==> src/rtl/bf16_pkg.sv <==
// Shared bfloat16 format definitions for the arithmetic library.
package bf16_pkg;

  localparam int unsigned BF16_BIAS      = 127;
  localparam logic [7:0]  BF16_EXP_MAX   = 8'hFF;
  localparam logic [15:0] BF16_QNAN      = 16'h7FC0;
  localparam int unsigned BF16_QUOT_BITS = 11;

  typedef struct packed {
    logic       sign;
    logic [7:0] exp;
    logic [6:0] frac;
  } bf16_t;

  typedef enum logic [1:0] {IDLE, DIV, ROUND} div_state_t;

  typedef enum logic [1:0] {SPEC_NONE, SPEC_NAN, SPEC_INF, SPEC_ZERO} spec_t;

endpackage

==> src/rtl/bf16_round_pack.sv <==
// Round-to-nearest-even on a normalised significand, then overflow/flush and pack.
module bf16_round_pack
  import bf16_pkg::*;
(
  input  logic              sign,
  input  logic signed [9:0] exp_in,
  input  logic [7:0]        sig,
  input  logic              guard,
  input  logic              sticky,
  output logic [15:0]       result_c
);

  logic              inc;
  logic [8:0]        sig_inc;
  logic signed [9:0] exp_rnd;
  logic              unused_hidden;
  bf16_t             res;

  // A carry out of the significand leaves the low 7 bits at zero, i.e. sig=8'h80.
  always_comb begin
    inc           = guard & (sticky | sig[0]);
    sig_inc       = {1'b0, sig} + 9'(inc);
    exp_rnd       = exp_in + 10'(sig_inc[8]);
    unused_hidden = sig_inc[7];
    res           = '{sign: sign, exp: exp_rnd[7:0], frac: sig_inc[6:0]};
    if (exp_rnd >= 10'sd255) begin
      res = '{sign: sign, exp: BF16_EXP_MAX, frac: 7'h00};
    end else if (exp_rnd <= 10'sd0) begin
      res = '{sign: sign, exp: 8'h00, frac: 7'h00};
    end
    result_c = res;
  end

endmodule

==> src/rtl/div_bf16.sv <==
// Multi-cycle bfloat16 divider: restoring radix-2, one quotient bit per cycle,
// RNE rounding, subnormals flushed; fixed latency for every operand pair.
module div_bf16
  import bf16_pkg::*;
(
  input  logic        clk,
  input  logic        nRST,
  input  logic        start,
  input  logic [15:0] a,
  input  logic [15:0] b,
  output logic [15:0] result,
  output logic        done,
  output logic        busy
);

  localparam int unsigned CNT_W = 4;
  localparam int unsigned REM_W = 9;

  div_state_t                state, state_n;
  logic [CNT_W-1:0]          cnt, cnt_n;
  logic [BF16_QUOT_BITS-1:0] q, q_n;
  logic [REM_W-1:0]          rem, rem_n;
  logic [7:0]                mb, mb_n;
  logic signed [9:0]         ediff, ediff_n;
  logic                      sign, sign_n;
  spec_t                     kind, kind_n;
  logic [15:0]               result_n;
  logic                      done_n, busy_n;

  bf16_t op_a, op_b;
  logic  a_zero, a_inf, a_nan, b_zero, b_inf, b_nan;
  spec_t spec_c;

  logic             qbit;
  logic [REM_W-1:0] diff, rem_sel;

  logic              norm_hi;
  logic signed [9:0] e_norm;
  logic [7:0]        sig_norm;
  logic              guard, sticky;
  logic [15:0]       packed_c;

  assign op_a = a;
  assign op_b = b;

  // Operand classification; exponent 0 is zero regardless of fraction.
  always_comb begin
    a_zero = (op_a.exp == 8'h00);
    b_zero = (op_b.exp == 8'h00);
    a_inf  = (op_a.exp == BF16_EXP_MAX) && (op_a.frac == 7'h00);
    b_inf  = (op_b.exp == BF16_EXP_MAX) && (op_b.frac == 7'h00);
    a_nan  = (op_a.exp == BF16_EXP_MAX) && (op_a.frac != 7'h00);
    b_nan  = (op_b.exp == BF16_EXP_MAX) && (op_b.frac != 7'h00);
    if (a_nan | b_nan | (a_inf & b_inf) | (a_zero & b_zero)) begin
      spec_c = SPEC_NAN;
    end else if (a_inf | b_zero) begin
      spec_c = SPEC_INF;
    end else if (a_zero | b_inf) begin
      spec_c = SPEC_ZERO;
    end else begin
      spec_c = SPEC_NONE;
    end
  end

  // Restoring step: the partial remainder already holds the next dividend bit.
  always_comb begin
    qbit    = (rem >= REM_W'(mb));
    diff    = rem - REM_W'(mb);
    rem_sel = qbit ? diff : rem;
  end

  // Normalise: the quotient lies in (0.5, 2), so q[10] or q[9] is the leading one.
  always_comb begin
    norm_hi  = q[BF16_QUOT_BITS-1];
    e_norm   = ediff + (norm_hi ? 10'(BF16_BIAS) : 10'(BF16_BIAS - 1));
    sig_norm = norm_hi ? q[10:3] : q[9:2];
    guard    = norm_hi ? q[2] : q[1];
    sticky   = (norm_hi ? (q[1] | q[0]) : q[0]) | (rem != '0);
  end

  bf16_round_pack u_round_pack (
    .sign     (sign),
    .exp_in   (e_norm),
    .sig      (sig_norm),
    .guard    (guard),
    .sticky   (sticky),
    .result_c (packed_c)
  );

  always_comb begin
    state_n  = state;
    cnt_n    = cnt;
    q_n      = q;
    rem_n    = rem;
    mb_n     = mb;
    ediff_n  = ediff;
    sign_n   = sign;
    kind_n   = kind;
    result_n = result;
    done_n   = 1'b0;
    busy_n   = (state != IDLE);
    case (state)
      IDLE: begin
        if (start) begin
          sign_n  = op_a.sign ^ op_b.sign;
          ediff_n = 10'(op_a.exp) - 10'(op_b.exp);
          rem_n   = REM_W'({1'b1, op_a.frac});
          mb_n    = {1'b1, op_b.frac};
          kind_n  = spec_c;
          q_n     = '0;
          cnt_n   = '0;
          state_n = DIV;
        end
      end
      DIV: begin
        q_n   = {q[BF16_QUOT_BITS-2:0], qbit};
        rem_n = REM_W'({rem_sel, 1'b0});
        cnt_n = cnt + CNT_W'(1);
        if (cnt == CNT_W'(BF16_QUOT_BITS - 1)) begin
          state_n = ROUND;
        end
      end
      ROUND: begin
        done_n  = 1'b1;
        state_n = IDLE;
        case (kind)
          SPEC_NAN:  result_n = BF16_QNAN;
          SPEC_INF:  result_n = {sign, BF16_EXP_MAX, 7'h00};
          SPEC_ZERO: result_n = {sign, 15'h0000};
          default:   result_n = packed_c;
        endcase
      end
      default: state_n = IDLE;
    endcase
  end

  always_ff @(posedge clk or negedge nRST) begin
    if (!nRST) begin
      state  <= IDLE;
      cnt    <= '0;
      q      <= '0;
      rem    <= '0;
      mb     <= '0;
      ediff  <= '0;
      sign   <= 1'b0;
      kind   <= SPEC_NONE;
      result <= 16'h0000;
      done   <= 1'b0;
      busy   <= 1'b0;
    end else begin
      state  <= state_n;
      cnt    <= cnt_n;
      q      <= q_n;
      rem    <= rem_n;
      mb     <= mb_n;
      ediff  <= ediff_n;
      sign   <= sign_n;
      kind   <= kind_n;
      result <= result_n;
      done   <= done_n;
      busy   <= busy_n;
    end
  end

endmodule

==> config.mk <==
export PLATFORM = sky130hd
export DESIGN_NAME = div_bf16
export DESIGN_NICKNAME = d
export VERILOG_FILES = /design/src/rtl/bf16_pkg.sv /design/src/rtl/bf16_round_pack.sv /design/src/rtl/div_bf16.sv
export SDC_FILE = /design/constraint.sdc
export NUM_CORES = 1
export LEC_CHECK = 0
export CAP_MARGIN = 20
export CORE_MARGIN = 2
export CORE_UTILIZATION = 40
export CTS_CLUSTER_DIAMETER = 50
export DETAILED_ROUTE_END_ITERATION = 6
export MAX_ROUTING_LAYER = met4
export PLACE_DENSITY = 0.69
export SKIP_LAST_GASP = 1
export SLEW_MARGIN = 15
export SYNTH_ARGS = -nofsm -noshare
export SYNTH_HDL_FRONTEND = slang
export SYNTH_SLANG_ARGS = --single-unit
==> constraint.sdc <==
create_clock -name clk -period 3.83 [get_ports clk]
set_clock_uncertainty 0.05 [all_clocks]
set_input_delay 0.383 -clock clk [delete_from_list [all_inputs] [get_ports clk]]
set_output_delay 0.383 -clock clk [all_outputs]
set_load 0.01 [all_outputs]
* After elaboration in Yosys (flattened, before gate mapping)
Cells that the tools add are included.
** Storage, ports and cells
- Output and inout bits :: 18
- Logic and storage cells :: 80
- Register bits after elaboration :: 65
** Cells by class
- Eq/ne operators :: 10
- Bitwise operators :: 12
- Muxes and demuxes :: 21
- Order comparisons :: 3
- Reductions and logical operators :: 17
- Add/subtract/negate cells :: 6
** Operators by type and width (number)
- 16-bit case mux with 3 select lines :: 1
- 15-bit 2-to-1 mux :: 2
- 11-bit case mux with 2 select lines :: 1
- 9-bit case mux with 2 select lines :: 1
- 8-bit equality test, second input constant :: 2
- 8-bit logical NOT :: 2
- 8-bit 2-to-1 mux :: 2
- 7-bit logical NOT :: 2
- 7-bit nonzero test :: 2
- 11-bit 2-to-1 mux :: 1
- 10-bit by 1-bit adder with 10-bit output :: 1
- 10-bit by 7-bit adder with 10-bit output :: 1
- 10-bit by 9-bit >= comparator with 1-bit output, second input constant :: 1
- 10-bit by 1-bit <= comparator with 1-bit output, second input constant :: 1
- 2-bit 2-to-1 mux :: 5
- 8-bit by 1-bit adder with 9-bit output :: 1
- 9-bit by 8-bit >= comparator with 1-bit output :: 1
- 9-bit 2-to-1 mux :: 1
- 9-bit nonzero test :: 1
- 8-bit by 8-bit subtractor with 9-bit output :: 1
- 1-bit OR :: 8
- 4-bit case mux with 2 select lines :: 1
- 8-bit subtractor :: 1
- 2-bit equality test, second input constant :: 3
- other kinds (13) :: 26

* Longest topological paths before layout
- Depth after elaboration :: 11
- Gate-level depth with buffers :: 17
- Gate-level depth less buffers :: 15

* Cells and area by module
Synthesis repeated with hierarchy kept, for this count alone.
** Unflattened totals
- Cells, all modules :: 512
- Area, all modules :: 4449.3 um^2
** Modules (own cells, without submodules)
- div_bf16 :: cells an instance 438, area an instance 3877.5 um^2, sequential area each 1601.5 um^2, times used 1
- bf16_round_pack :: cells an instance 74, area an instance 571.8 um^2, sequential area each 0.0 um^2, times used 1

* Worst setup path after synthesis
Ideal clock, no wire load.
- Kind :: reg-to-reg
- From :: reg q[10]
- To :: reg result[10]
- Library setup time :: 152 ps
- Path slack :: 546 ps
- Clock period less this slack :: 3284 ps
- Cell stages (with the launch flop) :: 18
- Arrival time :: 3082 ps
- Path through :: dfrtp_1 -> buf_4 -> mux2i_1 -> inv_1 -> ha_1 -> nand3_1 -> nor2_1 -> nand2_1 -> nor2_1 -> fa_1 -> inv_1 -> ha_1 -> buf_6 -> nand3_4 -> and3b_1 -> o2111a_2 -> a32oi_4 -> o221ai_1
** On the way
- Cells in the longest elaborated chain, start to end :: 10
- Elaborated cells between the ends (all ways) :: 15
** Ends and longest elaborated chain
- start: declaration :: RTL line div_bf16.sv:21 : logic [BF16_QUOT_BITS-1:0] q, q_n;
- start signal: assignment :: RTL line div_bf16.sv:153 : q <= q_n;
- 1-bit 2-to-1 mux :: RTL line div_bf16.sv:78 : sticky = (norm_hi ? (q[1] | q[0]) : q[0]) | (rem != '0);
- 1-bit OR :: RTL line div_bf16.sv:78
- 1-bit OR :: RTL line bf16_round_pack.sv:21 : inc = guard & (sticky | sig[0]);
- 1-bit AND :: RTL line bf16_round_pack.sv:21
- 8-bit by 1-bit adder with 9-bit output :: RTL line bf16_round_pack.sv:22 : sig_inc = {1'b0, sig} + 9'(inc);
- 10-bit by 1-bit adder with 10-bit output * :: RTL line bf16_round_pack.sv:23 : exp_rnd = exp_in + 10'(sig_inc[8]);
- 10-bit by 1-bit <= comparator with 1-bit output :: RTL line bf16_round_pack.sv:28 : end else if (exp_rnd <= 10'sd0) begin
- 15-bit 2-to-1 mux :: RTL line bf16_round_pack.sv:28
- 15-bit 2-to-1 mux * :: RTL line bf16_round_pack.sv:26 : if (exp_rnd >= 10'sd255) begin
- 16-bit case mux with 3 select lines * :: RTL line div_bf16.sv:126 : case (kind)
- end signal: assignment :: RTL line div_bf16.sv:159 : result <= result_n;
- end: declaration :: RTL line div_bf16.sv:11 : output logic [15:0] result,
Mark *: on every way between the ends. The rest lies on a longest branch, timed or not.
A chain may end at the register's enable or synchronous reset.

* Worst setup path in the final report
- From :: reg q[10]
- To :: reg result[2]
** On the way
- Cells in the longest elaborated chain, start to end :: 10
- Elaborated cells between the ends (all ways) :: 15
** Ends and longest elaborated chain (RTL line)
- 1-bit 2-to-1 mux :: div_bf16.sv:78
- 1-bit OR :: div_bf16.sv:78
- 1-bit OR :: bf16_round_pack.sv:21
- 1-bit AND :: bf16_round_pack.sv:21
- 8-bit by 1-bit adder with 9-bit output :: bf16_round_pack.sv:22
- 10-bit by 1-bit adder with 10-bit output :: bf16_round_pack.sv:23
- 10-bit by 1-bit <= comparator with 1-bit output :: bf16_round_pack.sv:28
- 15-bit 2-to-1 mux :: bf16_round_pack.sv:28
- 15-bit 2-to-1 mux * :: bf16_round_pack.sv:26
- 16-bit case mux with 3 select lines * :: div_bf16.sv:126
Marked as above.

==> impl_results.md <==
- Status: finished, final reports clean
- TNS Setup: 0 ps
- WHS: 79.3 ps
- Yosys reg bits: 64
- Post-synth EDFFs: 0
- Nets: 580
- Placer Congestion: 0.897
- Worst Tran Pin Value: around 910 ps
- WP data arrival: ~3700 ps
- Netlist Area Pre-Place: 4270 um^2
- Commonest cells after routing, fill and taps aside: 63 x dfrtp_1, 59 x nand2_1, 51 x clkdlybuf4s50_1
- MaxCap Viol Count: 0
- CTS Buf Count: 9
- Initial antenna violation count: 0
- Syn Area/Cell: roughly 9.0 um^2
- Leak: between 0.002 and 0.0025 uW
- Critical Path Sink Type: register
- Global-route wire length before repair: 16.7 mm
- Worst-path cell chain: mux2i_1 -> inv_1 -> ha_1 -> nand3_1 -> nor2_1 -> nand2_1 -> nor2_1 -> fa_1 -> inv_1 -> ha_1 -> buf_4 -> nand3_1 -> a21oi_1 -> a31o_1 -> nor3b_4 -> a32o_1
- Wire length per cell: about 15 um
- Area leader, netlist: dfrtp_1
- Drt via density: between 5 and 6
- Starting Density: about two fifths
- Area Growth Syn to Fin: 18.1%
- Rel. slew slack: between 30% and 40%
- Worst vdd ir: between 0.0002 and 0.0003 V
- Synth Flop Type: dfrtp_1
- Post-DP Area: 4860 um^2
- CTS tree: done
- Die Height: 107 um
- WP data required: ~4100 ps
- Port Buffer Count: between 50 and 60
- H-Tree Depth: 3
- Fin crit share: about nine tenths
- Synth async-reset ratio: 100%
- Post-Layout Cell Count: between 600 and 700
- Depth of the most critical reg-to-reg path: 16
- Clk slew on worst S/H paths: 70 ps
- GRT Residual Overflow: 0
- Core Area: ~10,000 um^2
- Root Buffer: clkbuf_8
- Post-CTS Repair Setup Buffers: 0
- Diode count: 0
- Tot Pwr: slightly below 4000 uW
- Final hold vios: 0
- Final slew viol count: 0
- Worst-path maximum fanout: 8
- Final Instance Area: 5050 um^2
- Post-Route WL: around 9.7 mm
- Worst path slowest cell: fa_1
- Row Count: 37
- Cell total after placement: between 600 and 700
- Worst skew pair latency: 350 ps
- Mapped Nets: between 500 and 600
- Yosys warning count: 0
- 1st-pass router iterations: 5
- # DRC: 0
- Commonest non-fill, non-tap cell in the layout: dfrtp_1
- Post-synth top area share: roughly 37%
- Die W: 107 um
- DP Wirelength: around 7.4 mm
- Final setup violation count: 0
- CTS max path bufs: 2
- Critical path class: reg -> reg
- Final min period: ~3500 ps
- Die area: ~12,000 um^2
- Ports: 53
- Synth top area cells: dfrtp_1 37%, ha_1 7.0%, nand2_1 5.3%, o21ai_0 4.4%, xnor2_1 3.3%
- Largest net degree at the start of global routing: 38
- Post-CTS resize count: 0
- Antenna viol nets, final: 0
- Total track usage: 18.8%
- FF-to-FF End: result[2]
- CTS Hold Bufs: 0
- Share of layout cells above drive strength 1: slightly below 7%
- Critical Path Max Stage Delay: approximately 470 ps
- Reg2Reg Setup Slack: 360 ps
- Highest clock rate: roughly 290 MHz
- Cells after Synth: 475
- CP startpoint kind: register
- Seq/Total Area, Yosys: a little under two fifths
- Pwr/cell area: 778 nW/um^2
- HP Class: in -> async
- # clock sinks: 64
- RSZ-0062 raised after global routing: false
- Critical R2R Launch: q[10]
- DRT iter0 DRCs: around 150
- Yosys cell types: 65
- Via Count: 3,536
- Number of global-route vias before repair: around 3,600
-- final cells by class --
class                      instances  area (um^2)
inverter                          37          139
tap                              136          170
sequential                        64         1600
clock inverter                     3         15.0
clock buffer                      13          169
fill                             999         5320
timing repair buffer              57          553
multi-input combinational        349         2400
-- cell usage after synthesis (7+ instances only) --
cell / count
xor2_1: 8
inv_1: 37
dfrtp_1: 64
o221ai_1: 7
o31ai_1: 8
a32o_1: 7
o21ai_0: 38
clkbuf_1: 14
nor4_1: 8
nand2_1: 60
nor2_1: 30
nor3_1: 9
o21a_1: 7
mux2i_1: 13
ha_1: 24
a21oi_1: 19
nand3_1: 16
xnor2_1: 16
-- critical path: cells and delay by family, from the launching register on --
kind	cells	cell delay [ps]
AOI/OAI and AO/OA	3	580
and+or+nand+nor	6	770
muxes	1	280
adders and majority gates	3	920
buffers and inverters	3	330
DFF	1	440
-- power by group --
part	switching, uW	leakage [uW]	internal [uW]
clock	258	0.0000992	285
combinational	1110	0.00124	978
sequential	336	0.000800	958
-- cell families after synthesis --
logic type      Yosys count  synth area share (%)
flops                    64                  37.5
xor+xnor                 24                  4.92
simple gates            167                  20.7
compound gates          118                  18.9
buf+inv                  62                  6.47
mux                      13                  3.04
fa+ha+maj                27                  8.43
-- flip-flops by register name, indices dropped and copies added (netlist names) --
| name | flops |
|---|---|
| result | 16 |
| q | 11 |
| ediff | 9 |
| rem | 9 |
| mb | 8 |
| cnt | 4 |
| kind | 2 |
| state | 2 |
| busy | 1 |
| done | 1 |
| sign | 1 |
-- metal layers --
metal | wire length [um] | vias up | share of wire, % | GRT usage [%]
li1 | - | 1768 | - | -
met1 | 4580 | 1673 | 47 | 24.0
met2 | 4550 | 79 | 47 | 29.6
met3 | 304 | 16 | 3.1 | 2.42
met4 | 218 | 0 | 2.3 | 9.07
met5 | 0 | - | 0 | -
-- worst max path at each step --
stage | from | to | slack, ps | depth (start not counted)
2_1_floorplan | q[10] | result[10] | 550 | 17
3_5_place_dp | q[10] | result[7] | 290 | 16
4_1_cts | q[10] | result[7] | 280 | 16
3_3_place_gp | q[10] | result[3] | 430 | 16
6_report | q[10] | result[2] | 360 | 16
5_1_grt | q[10] | result[2] | 50 | 16
-- through the flow --
step / setup WS [ps] / util (%)
floorplan: 546 / -
global placement: 433 / 46.9
detailed placement: 288 / 46.9
CTS: 276 / 48.6
global route: 52.9 / 48.7
finish: 356 / 48.7
Power figures use the tool's default switching activity.
